`src/rtl/rom_loader_pkg.sv`:
```
`timescale 1ns/1ps
`default_nettype none
// ----------------------------------------------------------------------------
// rom_loader_pkg : shared state encoding, default indices and FIFO entry type
// Rev 1.0
// ----------------------------------------------------------------------------
package rom_loader_pkg;

  localparam logic [7:0] ROM_INDEX_DEFAULT = 8'd0;
  localparam logic [7:0] DIP_INDEX_DEFAULT = 8'd254;

  // Loader FSM state encoding
  typedef logic [2:0] state_t;
  localparam state_t ST_IDLE   = 3'd0;
  localparam state_t ST_LOAD   = 3'd1;
  localparam state_t ST_DRAIN  = 3'd2;
  localparam state_t ST_SETTLE = 3'd3;
  localparam state_t ST_READY  = 3'd4;

  typedef struct packed {
    logic [17:0] addr;
    logic [7:0]  data;
  } dl_entry_t;

endpackage
`default_nettype wire

```
`src/rtl/rom_loader_if.sv`:
```
`timescale 1ns/1ps
`default_nettype none
// ----------------------------------------------------------------------------
// rom_loader_if : hps_io download bus and core ROM write bus
// Rev 1.0
// ----------------------------------------------------------------------------
interface rom_loader_ioctl_if;
  logic        ioctl_download;
  logic [7:0]  ioctl_index;
  logic        ioctl_wr;
  logic [24:0] ioctl_addr;
  logic [7:0]  ioctl_dout;
  logic        ioctl_wait;

  modport master (
    output ioctl_download, ioctl_index, ioctl_wr, ioctl_addr, ioctl_dout,
    input  ioctl_wait
  );
  modport slave (
    input  ioctl_download, ioctl_index, ioctl_wr, ioctl_addr, ioctl_dout,
    output ioctl_wait
  );
endinterface

interface rom_loader_dl_if;
  logic [17:0] dl_addr;
  logic [7:0]  dl_data;
  logic        dl_wr;
  logic        dl_ready;

  modport master (
    output dl_addr, dl_data, dl_wr,
    input  dl_ready
  );
  modport slave (
    input  dl_addr, dl_data, dl_wr,
    output dl_ready
  );
endinterface
`default_nettype wire

```
`src/rtl/rom_loader_fifo.sv`:
```
`timescale 1ns/1ps
`default_nettype none
// ----------------------------------------------------------------------------
// rom_loader_fifo : 2-entry FIFO, head visible the cycle after the first push
// Rev 1.0
// ----------------------------------------------------------------------------
module rom_loader_fifo #(
  parameter int WIDTH = 26
) (
  input  logic             clk,
  input  logic             rst,
  input  logic             push,
  input  logic             pop,
  input  logic [WIDTH-1:0] wdata,
  output logic [WIDTH-1:0] rdata,
  output logic             valid,
  output logic [1:0]       count
);

  logic [WIDTH-1:0] r_mem [2];
  logic             r_wr_ptr;
  logic             r_rd_ptr;
  logic [1:0]       r_count;

  // The caller only pushes when not full and only pops when valid.
  always_ff @(posedge clk) begin
    if (rst) begin
      r_mem[0] <= '0;
      r_mem[1] <= '0;
      r_wr_ptr <= 1'b0;
      r_rd_ptr <= 1'b0;
      r_count  <= 2'd0;
    end else begin
      if (push) begin
        r_mem[r_wr_ptr] <= wdata;
        r_wr_ptr        <= ~r_wr_ptr;
      end
      if (pop) begin
        r_rd_ptr <= ~r_rd_ptr;
      end
      case ({push, pop})
        2'b10:   r_count <= r_count + 2'd1;
        2'b01:   r_count <= r_count - 2'd1;
        default: r_count <= r_count;
      endcase
    end
  end

  assign rdata = r_mem[r_rd_ptr];
  assign valid = (r_count != 2'd0);
  assign count = r_count;

endmodule
`default_nettype wire

```
`src/rtl/rom_loader.sv`:
```
`timescale 1ns/1ps
`default_nettype none
// ----------------------------------------------------------------------------
// rom_loader : buffers an hps_io ROM download to the core and captures DIP bytes
// Rev 1.0
// ----------------------------------------------------------------------------
module rom_loader
  import rom_loader_pkg::*;
#(
  parameter logic [7:0]  ROM_INDEX     = ROM_INDEX_DEFAULT,
  parameter logic [7:0]  DIP_INDEX     = DIP_INDEX_DEFAULT,
  parameter logic [17:0] ROM_BYTES     = 18'h28000,
  parameter int          SETTLE_CYCLES = 16
) (
  input  logic                 clk_sys,
  input  logic                 reset,
  rom_loader_ioctl_if.slave    ioctl,
  rom_loader_dl_if.master      dl,
  output logic [63:0]          dip_sw,
  output logic                 core_reset,
  output logic                 rom_ready,
  output logic                 err_range,
  output logic                 err_short
);

  state_t      r_state;
  logic        r_dl_prev;
  logic [17:0] r_byte_cnt;
  logic [15:0] r_settle_cnt;
  logic        r_wait;
  logic        r_err_range;
  logic        r_err_short;
  logic [63:0] r_dip;

  dl_entry_t   w_entry;
  dl_entry_t   w_head;
  logic        w_fifo_valid;
  logic [1:0]  w_fifo_count;
  logic        w_full;
  logic        w_rise;
  logic        w_fall;
  logic        w_in_range;
  logic        w_rom_wr;
  logic        w_push;
  logic        w_pop;
  logic        w_dip_wr;

  assign w_rise       = ioctl.ioctl_download & ~r_dl_prev;
  assign w_fall       = ~ioctl.ioctl_download & r_dl_prev;
  assign w_in_range   = (ioctl.ioctl_addr < {7'd0, ROM_BYTES});
  assign w_full       = (w_fifo_count == 2'd2);
  assign w_rom_wr     = (r_state == ST_LOAD) && ioctl.ioctl_wr && (ioctl.ioctl_index == ROM_INDEX);
  assign w_push       = w_rom_wr && w_in_range && !w_full;
  assign w_pop        = w_fifo_valid && dl.dl_ready;
  assign w_dip_wr     = ioctl.ioctl_wr && (ioctl.ioctl_index == DIP_INDEX) &&
                        (ioctl.ioctl_addr[24:3] == 22'd0);
  assign w_entry.addr = ioctl.ioctl_addr[17:0];
  assign w_entry.data = ioctl.ioctl_dout;

  rom_loader_fifo #(
    .WIDTH ($bits(dl_entry_t))
  ) u_fifo (
    .clk   (clk_sys),
    .rst   (reset),
    .push  (w_push),
    .pop   (w_pop),
    .wdata (w_entry),
    .rdata (w_head),
    .valid (w_fifo_valid),
    .count (w_fifo_count)
  );

  // r_dl_prev resets high so a download still active across reset is not
  // mistaken for a fresh rising edge.
  always_ff @(posedge clk_sys) begin
    if (reset) begin
      r_state      <= ST_IDLE;
      r_dl_prev    <= 1'b1;
      r_byte_cnt   <= '0;
      r_settle_cnt <= '0;
      r_wait       <= 1'b0;
      r_err_range  <= 1'b0;
      r_err_short  <= 1'b0;
      r_dip        <= '0;
    end else begin
      r_dl_prev <= ioctl.ioctl_download;
      r_wait    <= w_full || ((w_fifo_count == 2'd1) && w_push && !w_pop);

      if (w_dip_wr) begin
        r_dip[{ioctl.ioctl_addr[2:0], 3'b000} +: 8] <= ioctl.ioctl_dout;
      end
      if (w_rom_wr && !w_push) begin
        r_err_range <= 1'b1;
      end
      if (w_push && (r_byte_cnt != 18'h3FFFF)) begin
        r_byte_cnt <= r_byte_cnt + 18'd1;
      end

      case (r_state)
        ST_IDLE, ST_READY: begin
          if (w_rise && (ioctl.ioctl_index == ROM_INDEX)) begin
            r_state     <= ST_LOAD;
            r_err_range <= 1'b0;
            r_err_short <= 1'b0;
            r_byte_cnt  <= '0;
          end
        end
        ST_LOAD: begin
          if (w_fall) begin
            r_state <= ST_DRAIN;
          end
        end
        ST_DRAIN: begin
          if (!w_fifo_valid) begin
            r_state      <= ST_SETTLE;
            r_err_short  <= (r_byte_cnt < ROM_BYTES);
            r_settle_cnt <= '0;
          end
        end
        ST_SETTLE: begin
          if (r_settle_cnt == 16'(SETTLE_CYCLES - 1)) begin
            r_state <= ST_READY;
          end else begin
            r_settle_cnt <= r_settle_cnt + 16'd1;
          end
        end
        default: r_state <= ST_IDLE;
      endcase
    end
  end

  assign dl.dl_wr         = w_fifo_valid;
  assign dl.dl_addr       = w_head.addr;
  assign dl.dl_data       = w_head.data;
  assign ioctl.ioctl_wait = r_wait;
  assign dip_sw           = r_dip;
  assign core_reset       = (r_state != ST_READY);
  assign rom_ready        = (r_state == ST_READY);
  assign err_range        = r_err_range;
  assign err_short        = r_err_short;

endmodule
`default_nettype wire

```
`src/flat_wrapper.sv`:
```
// flat-port wrapper written by rule: the top's interface ports become plain ports
module rom_loader_flat import rom_loader_pkg::*;
#(
  parameter logic [7:0]  ROM_INDEX     = ROM_INDEX_DEFAULT,
  parameter logic [7:0]  DIP_INDEX     = DIP_INDEX_DEFAULT,
  parameter logic [17:0] ROM_BYTES     = 18'h28000,
  parameter int          SETTLE_CYCLES = 16
)
  (clk_sys, reset, dip_sw, core_reset, rom_ready, err_range, err_short, ioctl_ioctl_download, ioctl_ioctl_index, ioctl_ioctl_wr, ioctl_ioctl_addr, ioctl_ioctl_dout, ioctl_ioctl_wait, dl_dl_addr, dl_dl_data, dl_dl_wr, dl_dl_ready);
  rom_loader_ioctl_if ioctl_i ();
  rom_loader_dl_if dl_i ();
  input  logic clk_sys;
  input  logic reset;
  output logic [63:0] dip_sw;
  output logic core_reset;
  output logic rom_ready;
  output logic err_range;
  output logic err_short;
  input wire logic [$bits(ioctl_i.ioctl_download)-1:0] ioctl_ioctl_download;
  input wire logic [$bits(ioctl_i.ioctl_index)-1:0] ioctl_ioctl_index;
  input wire logic [$bits(ioctl_i.ioctl_wr)-1:0] ioctl_ioctl_wr;
  input wire logic [$bits(ioctl_i.ioctl_addr)-1:0] ioctl_ioctl_addr;
  input wire logic [$bits(ioctl_i.ioctl_dout)-1:0] ioctl_ioctl_dout;
  output wire logic [$bits(ioctl_i.ioctl_wait)-1:0] ioctl_ioctl_wait;
  output wire logic [$bits(dl_i.dl_addr)-1:0] dl_dl_addr;
  output wire logic [$bits(dl_i.dl_data)-1:0] dl_dl_data;
  output wire logic [$bits(dl_i.dl_wr)-1:0] dl_dl_wr;
  input wire logic [$bits(dl_i.dl_ready)-1:0] dl_dl_ready;
  assign ioctl_i.ioctl_download = ioctl_ioctl_download;
  assign ioctl_i.ioctl_index = ioctl_ioctl_index;
  assign ioctl_i.ioctl_wr = ioctl_ioctl_wr;
  assign ioctl_i.ioctl_addr = ioctl_ioctl_addr;
  assign ioctl_i.ioctl_dout = ioctl_ioctl_dout;
  assign ioctl_ioctl_wait = ioctl_i.ioctl_wait;
  assign dl_dl_addr = dl_i.dl_addr;
  assign dl_dl_data = dl_i.dl_data;
  assign dl_dl_wr = dl_i.dl_wr;
  assign dl_i.dl_ready = dl_dl_ready;
  rom_loader #(.ROM_INDEX(ROM_INDEX), .DIP_INDEX(DIP_INDEX), .ROM_BYTES(ROM_BYTES), .SETTLE_CYCLES(SETTLE_CYCLES)) u_core (.clk_sys(clk_sys), .reset(reset), .ioctl(ioctl_i), .dl(dl_i), .dip_sw(dip_sw), .core_reset(core_reset), .rom_ready(rom_ready), .err_range(err_range), .err_short(err_short));
endmodule
```
`config.mk`:
```
export PLATFORM = sky130hd
export DESIGN_NAME = rom_loader_flat
export DESIGN_NICKNAME = d
export VERILOG_FILES = /design/src/rtl/rom_loader_pkg.sv /design/src/rtl/rom_loader_if.sv /design/src/rtl/rom_loader_fifo.sv /design/src/rtl/rom_loader.sv /design/src/flat_wrapper.sv
export SDC_FILE = /design/constraint.sdc
export NUM_CORES = 1
export LEC_CHECK = 0
export BUFFER_PORTS_ARGS = -buffer_cell sky130_fd_sc_hd__buf_2
export CORE_MARGIN = 2
export CORE_UTILIZATION = 60
export DETAILED_ROUTE_END_ITERATION = 12
export GPL_TIMING_DRIVEN = 1
export PLACE_DENSITY = 0.88
export SYNTH_ARGS = -nofsm -noshare
export SYNTH_HDL_FRONTEND = slang
export SYNTH_HIERARCHICAL = 1
export SYNTH_SLANG_ARGS = --single-unit
```
`constraint.sdc`:
```
create_clock -name clk_sys -period 5.4 [get_ports clk_sys]
set_input_delay 0.27 -clock clk_sys [delete_from_list [all_inputs] [get_ports clk_sys]]
set_output_delay 0.27 -clock clk_sys [all_outputs]
set_load 0.01 [all_outputs]
```
# After elaboration in Yosys (flattened, before gate mapping)
# Memory sizes are Yosys's and may differ from the RTL's. A register that Yosys moved wholly into a read port is not among the register bits.
# Index checks and enable logic that the tools add are counted.
dict set report word_totals {
  regBits 109
  ram_bits 52
  inputBits 46
  n_memories 1
}
dict set report op_classes {
  add_sub_neg 5
  n_lt_le_gt_ge 2
  n_eq_ne 17
  shifts 2
  muxes 29
  bitwise_logic 6
  n_reduce_logical 28
}
# memory depth width read_ports rd_clocked_by_memory_dff wr line_no
set memory_table {}
lappend memory_table {u_core.u_fifo.r_mem 2 26 1 1 2 rom_loader_fifo.sv:20} ;# logic [WIDTH-1:0] r_mem [2];
# cell n
set op_table {}
lappend op_table {{64-bit bitwise mux} 1}
lappend op_table {{8-bit by 8-bit variable shift with 64-bit output (first input constant)} 1}
lappend op_table {{8-bit by 8-bit indexed part select with 64-bit output} 1}
lappend op_table {{18-bit 2-to-1 mux} 3}
lappend op_table {{16-bit 2-to-1 mux} 2}
lappend op_table {{16-bit one-hot mux with 2 select lines} 1}
lappend op_table {{26-bit 2-to-1 mux} 1}
lappend op_table {{26-bit OR reduction} 1}
lappend op_table {{25-bit by 18-bit < comparator with 1-bit output (second input constant)} 1}
lappend op_table {{22-bit zero test} 1}
lappend op_table {{18-bit by 1-bit adder with 18-bit output (second input constant)} 1}
lappend op_table {{18-bit < comparator (second input constant)} 1}
lappend op_table {{18-bit inequality test (second input constant)} 1}
lappend op_table {{16-bit by 1-bit adder with 16-bit output (second input constant)} 1}
lappend op_table {{16-bit by 4-bit == test with 1-bit output (second input constant)} 1}
lappend op_table {{1-bit 2-to-1 mux} 14}
lappend op_table {{1-bit logical AND} 12}
lappend op_table {{3-bit 2-to-1 mux} 4}
lappend op_table {{3-bit one-hot mux with 4 select lines} 1}
lappend op_table {{8-bit == test (second input constant)} 1}
lappend op_table {{8-bit zero test} 1}
lappend op_table {{6-bit negation with 8-bit output} 1}
lappend op_table {{2-bit nonzero test} 4}
lappend op_table {{3-bit by 2-bit == test with 1-bit output (second input constant)} 2}
lappend op_table {{other kinds (19)} 31}

# Longest topological paths before layout
dict set report depth {
  depth_word 10
  ltp_mapped 12
}

# Modules after synthesis
# The synthesis kept the hierarchy.
# mod instances cells_each area_each_um2 seq_area_each_um2
set modules_own_cells {}
lappend modules_own_cells {rom_loader 1 551 4939.7 2102.0}
lappend modules_own_cells {rom_loader_fifo 1 190 2471.1 1661.6}

# Worst setup path after synthesis
# OpenSTA, ideal clock, no wires.
dict set report synth_path {
  path_kind {register to register}
  startpoint {register u_core.r_state[2]}
  endpoint {memory u_core.u_fifo.r_mem[0][0] (enable)}
  setup_ns 0.387
  arrival_time_ns 2.300
  slack_ns 2.713
  path_stages_with_launch 11
  period_less_slack_ns 2.687
  cell_sequence {dfxtp_1 > buf_2 > and4bb_1 > nand3_2 > or2_1 > buf_6 > buf_2 > inv_1 > nand2b_1 > buf_2 > nand2b_1}
}
# item line_no
set synth_rtl {}
lappend synth_rtl {{from (decl)} rom_loader.sv:26} ;# state_t r_state;
lappend synth_rtl {{from (signal assigned)} rom_loader.sv:77} ;# r_state <= ST_IDLE;
lappend synth_rtl {{from (signal assigned)} rom_loader.sv:102} ;# r_state <= ST_LOAD;
lappend synth_rtl {{from (signal assigned)} rom_loader.sv:110} ;# r_state <= ST_DRAIN;
lappend synth_rtl {{to (decl)} rom_loader_fifo.sv:20}

==> summary.md <==
| Metric | Value |
|---|---|
| Status | `finished, final reports clean` |
| Cells after synthesis | `roughly 740` |
| Power per cell area | `311.2 mW/mm²` |
| H-Tree Depth | `4` |
| Post-CTS sizing | `0` |
| Hpwl dp | `12150 µm` |
| # port buffers | `~140` |
| Slew Limit Fails | `0` |
| Total of max-cap violations | `0` |
| Setup crit end kind | `flop` |
| Clock Path Buffers | `2` |
| Worst r2r path cells | `6` |
| Met2 usage | `43.29%` |
| Gr busiest metal | `met2` |
| Minimum clock period | `just under 4 ns` |
| Post-DR vias/cell | `around 6` |
| Hold Path End | `u_core/r_dl_prev` |
| Cell taking the most area after synthesis | `dfxtp_1` |
| Hold violation count in the final report | `0` |
| Gr usage total | `27.33%` |
| Worst Hold Class | `primary input to flop` |
| EDFF count, synth | `52` |
| Die Height | `around 120 µm` |
| Peak VDD IR | `approximately 0.24 mV` |
| Final WS setup | `about 1.5 ns` |
| Leak Pwr | `3.367 nW` |
| Worst Max-Slew Pin Slew | `between 1 and 1.5 ns` |
| GRT met1 Usage | `35.94%` |
| Max Fclk | `0.2592 GHz` |
| Largest net degree at the start of global routing | `83` |
| Most frequent cell after synthesis | `nor2_1` |
| Beginning of the worst hold path | `ioctl_ioctl_download` |
| Synth warnings | `6` |
| Post-CTS setup repair buffer count | `0` |
| Total congestion overflow | `0` |
| Critical R2R Launch | `u_core/r_state[2]` |
| Crit path cell chain | `and4bb_1, nand3_2, or2_1, inv_1, nand2b_1, nand2b_1` |
| Clock transition at path regs | `0.06 ns` |
| Cell variety after synth | `56` |
| Area contributors post-synth | `dfxtp_1 30%, edfxtp_1 21%, nor2_1 5.9%, mux2i_1 5.7%, mux2_2 4.0%` |
| FF+latch area | `0.003764 mm²` |
| Nets@finish | `916` |
| Final antenna-violating net count | `0` |
| Synth-to-Final Area Change | `19.40%` |
| Slowest CP cell | `nand2b_1` |
| Ys flop type | `dfxtp_1` |
| Fill cells | `around 860` |
| Initial core utilization | `61.70%` |
| Setup tns final | `0 ns` |
| Layout cell share with drive strength beyond 1 | `25.63%` |
| Gpl congestion | `0.9163` |
| Seq cells post-synth | `162` |
| Number of DRC markers in iteration 0 | `between 600 and 700` |
| Commonest cells post-synth | `117 x nor2_1, 110 x dfxtp_1, 52 x edfxtp_1` |
| Asr flop ratio synth | `0%` |
| Slew margin rel. | `between 10% and 20%` |
| Die ar. | `0.01326 mm²` |
| CP arrival | `3.75 ns` |
| Num ports | `around 140` |
| Pre-CTS WS | `around 1.5 ns` |
| Worst skew pair latency | `between 0.4 and 0.5 ns` |
| CTS sink cnt | `162` |
| Worst r2r dst | `u_core/u_fifo/r_mem[0][0]` |
| Yosys top cell area share | `between 20% and 30%` |
| Final setup fails | `0` |
| Setup CP Type | `flop to flop` |
| First-pass GRT wire length | `approximately 28000 µm` |
| Final period util | `71.44%` |
| Wire per inst | `17.70 µm` |
| Multi-input gate area | `0.003425 mm²` |
| Core area | `between 0.01 and 0.015 mm²` |
| CTS tree | `built` |
| Total wire length | `18160 µm` |
| Root Buffer | `clkbuf_16` |
| TritonCTS Buffers | `17` |
| M3 GR Usage | `roughly 6.5%` |
| CP required | `5.29 ns` |
| Avg Inst Size Synth | `approximately 10 µm²` |
| RSZ-0062 raised after global routing | `no` |
| Worst clock skew | `0.006557 ns` |
| Vias in the first global route | `5575` |
| First-pass DRT Iterations | `6` |
| Slowest Stage Delay on Critical Path | `roughly 0.96 ns` |
| Hold-critical path depth | `2` |
| CTS Hold Bufs | `0` |
| CP most frequent cell | `nand2b_1` |
| Seq/Total Area, Yosys | `50.79%` |
| Initial antenna violation count | `2` |
| Worst-path fanout max | `28` |
| # rows | `40` |
| DIE WIDTH | `115.1 µm` |
| Post-Syn Nets | `about 800` |
| Post-Syn Area | `around 0.0074 mm²` |
| Via count | `6182` |
| Residual DRC | `0` |
| Startpoint type of the worst setup path | `flop` |
| Worst Setup SP | `u_core/r_state[2]` |
| Reg2Reg Setup Slack | `1.54 ns` |
cell usage in the layout, fill, tap and decap left out, types with 26 or more instances in the layout:
master and count:
a21oi_1 33, buf_2 141, dfxtp_1 110, edfxtp_1 52, mux2_2 26, mux2i_1 42
nand2_1 37, nand2b_1 30, nor2_1 117, o21ai_0 49
through the flow:
step	hold WS (ns)	cells	total power [mW]	util [%]	instance area, µm²
2_1_floorplan	0.3766	741	1.364	-	7411
3_3_place_gp	0.4590	993	1.416	67.84	8149
3_5_place_dp	0.4633	993	1.418	67.84	8149
4_1_cts	0.04752	1025	2.766	73.65	8846
5_1_grt	0.07270	1026	2.828	73.67	8848
6_report	0.06277	1026	2.754	73.67	8848
layer usage:
layer  up-vias  part of all wire, %
met5         -                0.072
met4         2                  2.8
met3        42                  8.0
met2       321                   47
met1      2898                   42
li1       2919                    -
how the worst max path moves through the flow:
| stage | end | slack [ns] | cells past startpoint |
|---|---|---|---|
| after global routing | u_core/u_fifo/r_mem[0][4] | 1.12 | 6 |
| after global placement | u_core/u_fifo/r_mem[0][4] | 1.66 | 7 |
| after detailed placement | u_core/u_fifo/r_mem[0][8] | 1.51 | 7 |
| final | u_core/u_fifo/r_mem[0][0] | 1.54 | 6 |
| after floorplan | u_core/u_fifo/r_mem[0][0] | 2.71 | 10 |
| after CTS | u_core/u_fifo/r_mem[0][6] | 1.56 | 6 |
area by class of cell:
class	instances	share of cell area [%]
Multi-Input combinational cell	526	38.70
Sequential cell	162	42.53
Clock buffer	24	6.406
Antenna cell	1	0.02828
Tap cell	147	2.079
Timing Repair Buffer	143	8.145
Clock inverter	8	1.471
Inverter	15	0.6363
power by group:
part	switching, mW	internal, mW	total [mW]
registers	0.00367	1.27	1.27
clock network	0.479	0.879	1.36
logic	0.0817	0.0422	0.124
total	0.564	2.19	2.75
critical path: cells and delay by family, from the launching register on:
kind / cells / cell delay [ns]
AND/OR/NAND/NOR: 5 / 2.64
flip-flops: 1 / 0.50
buffers and inverters: 1 / 0.17
flip-flops by register name, summed over array words and instances, names as in the netlist, named ones only:
| register | flops |
|---|---|
| u_core/r_settle_cnt | 16 |
| u_core/r_dl_prev | 1 |
| u_core/ioctl.ioctl_wait | 1 |
| u_core/r_state | 3 |
| u_core/u_fifo/r_mem | 52 |
| u_core/err_range | 1 |
| u_core/dip_sw | 64 |
| u_core/err_short | 1 |
| u_core/r_byte_cnt | 18 |
| u_core/u_fifo/r_wr_ptr | 1 |
| u_core/u_fifo/count | 2 |
| u_core/u_fifo/r_rd_ptr | 1 |
cells by family after synthesis:
group / share of synthesized area, %
compound gates: 7.648
xor+xnor: 0.9455
mux: 9.623
flops: 50.79
simple gates: 27.15
fa+ha+maj: 0.8442
buf+inv: 3.005
No activity file was read; power rests on OpenSTA's default activity.
